<file path="src/rtl/project_switch_ctrl_if.sv">
// project_switch_ctrl_if
// Wishbone slave bus bundle used between the bus master and project_switch_ctrl.
// The master modport drives the request side. The slave modport drives ack and read data.

interface project_switch_ctrl_if;
    logic        wbs_stb_i;
    logic        wbs_cyc_i;
    logic        wbs_we_i;
    logic [31:0] wbs_adr_i;
    logic [31:0] wbs_dat_i;
    logic        wbs_ack_o;
    logic [31:0] wbs_dat_o;

    modport master (
        output wbs_stb_i,
        output wbs_cyc_i,
        output wbs_we_i,
        output wbs_adr_i,
        output wbs_dat_i,
        input  wbs_ack_o,
        input  wbs_dat_o
    );

    modport slave (
        input  wbs_stb_i,
        input  wbs_cyc_i,
        input  wbs_we_i,
        input  wbs_adr_i,
        input  wbs_dat_i,
        output wbs_ack_o,
        output wbs_dat_o
    );
endinterface

</file>
<file path="src/rtl/project_switch_ctrl.sv">
// project_switch_ctrl
// Wishbone-slave controller that picks which harness project owns the shared IO, clock and update resources.
// Every project change runs the same safe sequence:
//   - tristate the IOs and reset the old project (ASSERT)
//   - move the mux select (SWITCH)
//   - hold the new project in reset (HOLD)
//   - release the new project (RUN)
// Registers: CTRL at +0x00, DATA at +0x04, STATUS at +0x08. Any other address is not acknowledged.
// Optional build macro PSC_IDLE_GATE_EN: the outgoing project's clock is also gated during ASSERT,
// from the second ASSERT cycle onwards. Without the macro, that clock keeps running while its reset is applied.

module project_switch_ctrl #(
    parameter int unsigned  NUM_PROJECTS = 8,
    parameter logic [31:0]  BASE_ADDR    = 32'h3000_0000,
    parameter int unsigned  RST_CYCLES   = 4,
    localparam int unsigned SEL_W        = $clog2(NUM_PROJECTS)
) (
    input  logic                    wb_clk_i,
    input  logic                    reset_n,
    project_switch_ctrl_if.slave    wbs,
    output logic [SEL_W-1:0]        active_sel_o,
    output logic [NUM_PROJECTS-1:0] proj_clk_en_o,
    output logic [NUM_PROJECTS-1:0] proj_reset_o,
    output logic [NUM_PROJECTS-1:0] proj_wb_update_o,
    output logic                    io_oeb_force_o,
    output logic                    busy_o
);

    localparam logic [31:0] ADDR_CTRL   = BASE_ADDR;
    localparam logic [31:0] ADDR_DATA   = BASE_ADDR + 32'h4;
    localparam logic [31:0] ADDR_STATUS = BASE_ADDR + 32'h8;
    localparam logic [7:0]  CNT_INIT    = 8'(RST_CYCLES - 1);

    typedef enum logic [1:0] {
        ST_RUN    = 2'd0,
        ST_ASSERT = 2'd1,
        ST_SWITCH = 2'd2,
        ST_HOLD   = 2'd3
    } state_t;

    state_t                  state_q,     state_d;
    logic [7:0]              cnt_q,       cnt_d;
    logic [SEL_W-1:0]        activeSel_q, activeSel_d;
    logic [SEL_W-1:0]        pending_q,   pending_d;
    logic                    startReq_q,  startReq_d;
    logic                    forceReq_q,  forceReq_d;
    logic                    errSel_q,    errSel_d;
    logic                    errDrop_q,   errDrop_d;
    logic                    ack_q;
    logic [31:0]             rdData_q,    rdData_d;
    logic [NUM_PROJECTS-1:0] update_q,    update_d;

    logic                    addrCtrl;
    logic                    addrData;
    logic                    addrStatus;
    logic                    busHit;
    logic                    ctrlWr;
    logic                    dataWr;
    logic                    statusRd;
    logic [7:0]              reqRaw;
    logic                    reqForce;
    logic                    reqValid;
    logic [SEL_W-1:0]        reqSel;
    logic                    inRun;
    logic [NUM_PROJECTS-1:0] activeOneHot;
    logic [31:0]             statusWord;

    // A request is only accepted while ack is low, so every access gets exactly one single-cycle ack.
    assign addrCtrl   = (wbs.wbs_adr_i == ADDR_CTRL);
    assign addrData   = (wbs.wbs_adr_i == ADDR_DATA);
    assign addrStatus = (wbs.wbs_adr_i == ADDR_STATUS);
    assign busHit     = wbs.wbs_cyc_i && wbs.wbs_stb_i && !ack_q && (addrCtrl || addrData || addrStatus);
    assign ctrlWr     = busHit && wbs.wbs_we_i && addrCtrl;
    assign dataWr     = busHit && wbs.wbs_we_i && addrData;
    assign statusRd   = busHit && !wbs.wbs_we_i && addrStatus;

    // The full byte is range-checked, so a value such as 9 is rejected even when its low SEL_W bits are legal.
    assign reqRaw     = wbs.wbs_dat_i[7:0];
    assign reqForce   = wbs.wbs_dat_i[8];
    assign reqValid   = ({1'b0, reqRaw} < 9'(NUM_PROJECTS));
    assign reqSel     = reqRaw[SEL_W-1:0];

    assign inRun      = (state_q == ST_RUN);

    // Decode the active project index into a one-hot vector shared by clock enables, resets and update strobes.
    always_comb begin
        activeOneHot               = '0;
        activeOneHot[activeSel_q]  = 1'b1;
    end

    // Next-state logic for the switch sequencer, with CTRL writes folded in (a write overrides the FSM's clear).
    always_comb begin
        state_d     = state_q;
        cnt_d       = cnt_q;
        activeSel_d = activeSel_q;
        pending_d   = pending_q;
        startReq_d  = startReq_q;
        forceReq_d  = forceReq_q;

        unique case (state_q)
            ST_RUN: begin
                if (startReq_q) begin
                    startReq_d = 1'b0;
                    forceReq_d = 1'b0;
                    if ((pending_q != activeSel_q) || forceReq_q) begin
                        state_d = ST_ASSERT;
                        cnt_d   = CNT_INIT;
                    end
                end
            end
            ST_ASSERT: begin
                if (cnt_q == 8'd0) begin
                    state_d = ST_SWITCH;
                end else begin
                    cnt_d = cnt_q - 8'd1;
                end
            end
            ST_SWITCH: begin
                activeSel_d = pending_q;
                state_d     = ST_HOLD;
                cnt_d       = CNT_INIT;
            end
            ST_HOLD: begin
                if (cnt_q == 8'd0) begin
                    state_d = ST_RUN;
                end else begin
                    cnt_d = cnt_q - 8'd1;
                end
            end
        endcase

        // While a sequence is in flight, any valid request is parked. It is re-evaluated against the new active project on RUN entry.
        if (ctrlWr && reqValid) begin
            pending_d = reqSel;
            if (!inRun || (reqSel != activeSel_q) || reqForce) begin
                startReq_d = 1'b1;
                forceReq_d = reqForce;
            end
        end
    end

    // Sequencer state register; async reset lands in HOLD so project 0 comes up through a full reset hold.
    always_ff @(posedge wb_clk_i or negedge reset_n) begin
        if (!reset_n) begin
            state_q     <= ST_HOLD;
            cnt_q       <= CNT_INIT;
            activeSel_q <= '0;
            pending_q   <= '0;
            startReq_q  <= 1'b0;
            forceReq_q  <= 1'b0;
        end else begin
            state_q     <= state_d;
            cnt_q       <= cnt_d;
            activeSel_q <= activeSel_d;
            pending_q   <= pending_d;
            startReq_q  <= startReq_d;
            forceReq_q  <= forceReq_d;
        end
    end

    // STATUS layout: active select in the low bits, pending at [15:8], then busy, err_sel and err_drop.
    always_comb begin
        statusWord              = '0;
        statusWord[SEL_W-1:0]   = activeSel_q;
        statusWord[15:8]        = 8'(pending_q);
        statusWord[16]          = !inRun;
        statusWord[17]          = errSel_q;
        statusWord[18]          = errDrop_q;
    end

    // Bus side effects: error flags, read data and the project update strobe, all aligned with the ack cycle.
    always_comb begin
        errSel_d  = errSel_q;
        errDrop_d = errDrop_q;
        rdData_d  = '0;
        update_d  = '0;

        if (statusRd) begin
            rdData_d  = statusWord;
            errSel_d  = 1'b0;
            errDrop_d = 1'b0;
        end
        if (ctrlWr && !reqValid) begin
            errSel_d = 1'b1;
        end
        if (dataWr) begin
            if (inRun) begin
                update_d = activeOneHot;
            end else begin
                errDrop_d = 1'b1;
            end
        end
    end

    // Bus response registers; ack is a single-cycle pulse one cycle after the accepted request.
    always_ff @(posedge wb_clk_i or negedge reset_n) begin
        if (!reset_n) begin
            ack_q     <= 1'b0;
            rdData_q  <= '0;
            update_q  <= '0;
            errSel_q  <= 1'b0;
            errDrop_q <= 1'b0;
        end else begin
            ack_q     <= busHit;
            rdData_q  <= rdData_d;
            update_q  <= update_d;
            errSel_q  <= errSel_d;
            errDrop_q <= errDrop_d;
        end
    end

    // Harness-facing outputs derived from state; only the active project may leave reset, and only in RUN.
    always_comb begin
        proj_clk_en_o = activeOneHot;
`ifdef PSC_IDLE_GATE_EN
        if ((state_q == ST_ASSERT) && (cnt_q != CNT_INIT)) begin
            proj_clk_en_o = '0;
        end
`endif
        proj_reset_o   = inRun ? ~activeOneHot : '1;
        io_oeb_force_o = !inRun;
        busy_o         = !inRun;
    end

    assign active_sel_o     = activeSel_q;
    assign proj_wb_update_o = update_q;
    assign wbs.wbs_ack_o    = ack_q;
    assign wbs.wbs_dat_o    = rdData_q;

endmodule

</file>
<file path="src/flat_wrapper.sv">
// flat-port wrapper written by rule: the top's interface ports become plain ports
module project_switch_ctrl_flat 
#(
    parameter int unsigned  NUM_PROJECTS = 8,
    parameter logic [31:0]  BASE_ADDR    = 32'h3000_0000,
    parameter int unsigned  RST_CYCLES   = 4,
    localparam int unsigned SEL_W        = $clog2(NUM_PROJECTS)
)
  (wb_clk_i, reset_n, active_sel_o, proj_clk_en_o, proj_reset_o, proj_wb_update_o, io_oeb_force_o, busy_o, wbs_wbs_stb_i, wbs_wbs_cyc_i, wbs_wbs_we_i, wbs_wbs_adr_i, wbs_wbs_dat_i, wbs_wbs_ack_o, wbs_wbs_dat_o);
  project_switch_ctrl_if wbs_i ();
  input  logic wb_clk_i;
  input  logic reset_n;
  output logic [SEL_W-1:0] active_sel_o;
  output logic [NUM_PROJECTS-1:0] proj_clk_en_o;
  output logic [NUM_PROJECTS-1:0] proj_reset_o;
  output logic [NUM_PROJECTS-1:0] proj_wb_update_o;
  output logic io_oeb_force_o;
  output logic busy_o;
  input wire logic [$bits(wbs_i.wbs_stb_i)-1:0] wbs_wbs_stb_i;
  input wire logic [$bits(wbs_i.wbs_cyc_i)-1:0] wbs_wbs_cyc_i;
  input wire logic [$bits(wbs_i.wbs_we_i)-1:0] wbs_wbs_we_i;
  input wire logic [$bits(wbs_i.wbs_adr_i)-1:0] wbs_wbs_adr_i;
  input wire logic [$bits(wbs_i.wbs_dat_i)-1:0] wbs_wbs_dat_i;
  output wire logic [$bits(wbs_i.wbs_ack_o)-1:0] wbs_wbs_ack_o;
  output wire logic [$bits(wbs_i.wbs_dat_o)-1:0] wbs_wbs_dat_o;
  assign wbs_i.wbs_stb_i = wbs_wbs_stb_i;
  assign wbs_i.wbs_cyc_i = wbs_wbs_cyc_i;
  assign wbs_i.wbs_we_i = wbs_wbs_we_i;
  assign wbs_i.wbs_adr_i = wbs_wbs_adr_i;
  assign wbs_i.wbs_dat_i = wbs_wbs_dat_i;
  assign wbs_wbs_ack_o = wbs_i.wbs_ack_o;
  assign wbs_wbs_dat_o = wbs_i.wbs_dat_o;
  project_switch_ctrl #(.NUM_PROJECTS(NUM_PROJECTS), .BASE_ADDR(BASE_ADDR), .RST_CYCLES(RST_CYCLES)) u_core (.wb_clk_i(wb_clk_i), .reset_n(reset_n), .wbs(wbs_i), .active_sel_o(active_sel_o), .proj_clk_en_o(proj_clk_en_o), .proj_reset_o(proj_reset_o), .proj_wb_update_o(proj_wb_update_o), .io_oeb_force_o(io_oeb_force_o), .busy_o(busy_o));
endmodule
</file>
<file path="config.mk">
export PLATFORM = sky130hd
export DESIGN_NAME = project_switch_ctrl_flat
export DESIGN_NICKNAME = d
export VERILOG_FILES = /design/src/rtl/project_switch_ctrl_if.sv /design/src/rtl/project_switch_ctrl.sv /design/src/flat_wrapper.sv
export SDC_FILE = /design/constraint.sdc
export NUM_CORES = 1
export LEC_CHECK = 0
export ABC_AREA = 1
export BUFFER_PORTS_ARGS = -buffer_cell sky130_fd_sc_hd__buf_2
export CAP_MARGIN = 5
export CORE_MARGIN = 2
export CORE_UTILIZATION = 30
export CTS_BUF_LIST = sky130_fd_sc_hd__clkbuf_8
export DETAILED_ROUTE_END_ITERATION = 6
export GPL_TIMING_DRIVEN = 0
export PLACE_DENSITY = 0.56
export REMOVE_ABC_BUFFERS = 1
export SYNTH_ARGS = -nofsm -noshare
export SYNTH_HDL_FRONTEND = slang
export SYNTH_SLANG_ARGS = --single-unit
</file>
<file path="constraint.sdc">
create_clock -name wb_clk_i -period 2.3 [get_ports wb_clk_i]
set_input_delay 0.46 -clock wb_clk_i [delete_from_list [all_inputs] [get_ports wb_clk_i]]
set_output_delay 0.46 -clock wb_clk_i [all_outputs]
set_load 0.01 [all_outputs]
</file>
==> results.yml <==
route:
  drc: 0
  antenna_left: 0
  avgRoutedWirePerCell_um: 9.951
  drtIter0Drc: 37
  vias_per_cell: 4.167
  vias: 2046
  drt-pass1-iter-count: 4
  wl_um: 4886
floorplanning:
  dieWidth_um: 91.46
  io_pins: 131
  die_y_um: 91.46
  core_um2: 7331
  initial_core_util_pct: 31.30
  placementRows: 31
  die_area_um2: 8365
grt:
  grt_use_met1_pct: 15.18
  grt_use_met2_pct: 21.08
  grt_use_total_pct: 12.09
  antenna_found_initial: 0
  grt_pass1_wl_um: 8376
  grt_pass1_vias: 1944
  grt_max_degree: 39
  grt.busiest_layer: "met2"
  met3_usage_pct: 2.988
  grt_overflow: 0
clock_tree:
  cts_tree: "built"
  ctsRootBufferMaster: "clkbuf_8"
  post_cts_resized: 0
  clk-insertion-delay-late_ns: 0.29
  cts.sinks: 38
  cts_max_level: 2
  cts_hold_buffers: 0
  clk_path_buf_depth: 2
  path_clk_slew_ns: 0.08
  cts-buffers-inserted: 5
  postCtsSetupRepairBufs: 0
worst_setup_path:
  cp_slowest_cell: "dfstp_2"
  slowest_delay_ns: 0.56
  crit_type: "reg -> out"
  required_ns: 1.84
  r2r-start: "u_core.state_q[0]$_DFFE_PN1P_"
  startpoint_type: "flip-flop"
  r2r_cells: 7
  r2r_setup_slack_ns: 0.49
  crit_chain: "inv_1 -> ha_1 -> inv_1 -> buf_2"
  cp.arrival_ns: 1.68
  r2r-end: "u_core.forceReq_q$_DFF_PN0_"
  crit_fanout: 14
  worstSetupEndpointType: "primary output"
  crit_top_cell: "inv_1"
yosys:
  yosysTopAreaCell: "dfrtp_1"
  synth_edf_count: 0
  ys.flop_type: "dfrtp_1"
  synthCells: 304
  synth_area_per_cell_um2: 7.548
  ys_async_sr_fraction_pct: 100.0
  synth.distinct_cells: 31
  synth_seq_cells: 38
  ys_top_cells_by_area: "dfrtp_1 (37%), nand2_1 (11%), inv_1 (8.3%)"
  yosys_warnings: 0
  synthTopCellsByCount: "nand2_1 (69), inv_1 (51), nor2_1 (44)"
  yosysMostFrequentCell: "nand2_1"
  ys_seq_area_share_pct: 41.66
  netlist_area_um2: 2295
  synth_top_area_share_pct: 37.08
sta:
  rsz0062_at_grt: "false"
  finalCritPeriodShare_pct: 93.26
  fin_setup_tns_ns: 0
  hold_viol: 0
  layout_setup_ws_ns: 0.1551
  drv_slew: 0
  tightest_slew_ns: 0.8428
  fin_hold_ws_ns: 0.2729
  finalSetupViolCount: 0
  period_minus_slack_ns: 2.145
  fmax_mhz: 466.2
  skew_ns: 0.007281
  relSlewSlack_pct: 43.81
final_layout:
  area_delta_synth_final_pct: 23.39
  nFillCells: 799
  final_cell_area_um2: 2831
  final_util_pct: 38.62
  nets: 466
  drive_gt1_share_pct: 30.61
  n_antenna_cell: 0
place:
  place_area_um2: 2718
  gp_congestion: 0.8048
  portBuffers: 84
  place_ws_ns: 0.4352
  dp_hpwl_um: 3864
flow_run:
  cap_violations: 0
run_status:
  status: "finished, final reports clean"
power:
  peakVddDrop_mv: 0.2353
  leakagePower_uw: 0.001616
  powerDensity_nw_per_um2: 541.6
worst_hold_path:
  min_path_type: "in -> async"
==> routing by layer <==
metal | wire length, um | vias to the layer above
met2 | 2259 | 78
met4 | 21 | 0
met1 | 2257 | 922
met5 | 0 | -
met3 | 347 | 2
li1 | - | 1044
==> how the worst max path moves through the flow <==
stage,cells past startpoint,from,to,slack [ns]
global route,4,u_core.state_q[0]$_DFFE_PN1P_,busy_o,0.01
floorplan,7,u_core.state_q[0]$_DFFE_PN1P_,u_core.forceReq_q$_DFF_PN0_,0.68
CTS,4,u_core.state_q[0]$_DFFE_PN1P_,busy_o,0.11
detailed placement,4,u_core.state_q[0]$_DFFE_PN1P_,io_oeb_force_o,0.44
finish,4,u_core.state_q[0]$_DFFE_PN1P_,busy_o,0.16
global placement,4,u_core.state_q[0]$_DFFE_PN1P_,io_oeb_force_o,0.44
==> placed cells by master, fill, tap and decap left out, drive strengths merged <==
cell type,instances
a21oi,3
o21bai,1
o211ai,1
buf,84
nand4,4
clkinvlp,2
o21ai,20
ha,6
clkbuf,5
conb,23
and2,1
nor3,11
nand3,6
nand3b,1
or2,3
dfstp,4
bufinv,1
dfrtp,34
o22ai,2
xor2,5
inv,55
nor2,47
nand2,73
==> sequential cells by signal (all words and copies together) (netlist names) <==
signal,flops
u_core.state_q,2
u_core.pending_q,3
u_core.errSel_q,1
u_core.wbs.wbs_ack_o,1
u_core.active_sel_o,3
u_core.startReq_q,1
u_core.errDrop_q,1
u_core.wbs.wbs_dat_o,9
u_core.forceReq_q,1
u_core.cnt_q,8
u_core.proj_wb_update_o,8
==> stage by stage <==
step	total power, uW	instances
3_3_place_gp	981.8	483
4_1_cts	1558	491
3_5_place_dp	986.8	483
5_1_grt	1629	491
2_1_floorplan	890.1	300
6_report	1534	491
==> cell type report <==
cell class | instances | area (um2) | area share [%]
well taps | 99 | 123.9 | 4.375
repair buffers | 84 | 420.4 | 14.85
inverters | 55 | 206.4 | 7.291
flip-flops and latches | 38 | 955.9 | 33.76
multi-input cells | 207 | 1011 | 35.70
clock buffers | 5 | 68.82 | 2.430
clock inverters | 3 | 45.04 | 1.591
==> cells by family after synthesis <==
group,synth area share (%)
AOI/OAI and AO/OA,7.798
and+or+nand+nor,27.32
DFF,41.66
xor gates and xnor gates,1.908
buffers and inverters,17.88
other,0.1634
adders and majority gates,3.271
==> report_power, final <==
part	total, uW	internal (uW)	switching [uW]
combinational	280	102	178
sequential	691	684	6.98
clock	563	322	240
total	1530	1110	425
==> critical path: cells and delay by family, from the launching register on <==
kind	cells	cell delay, ns
adders and majority gates	1	0.40
DFF	1	0.56
buffers and inverters	3	0.45
Note: power is estimated with default switching activity, not from simulation.
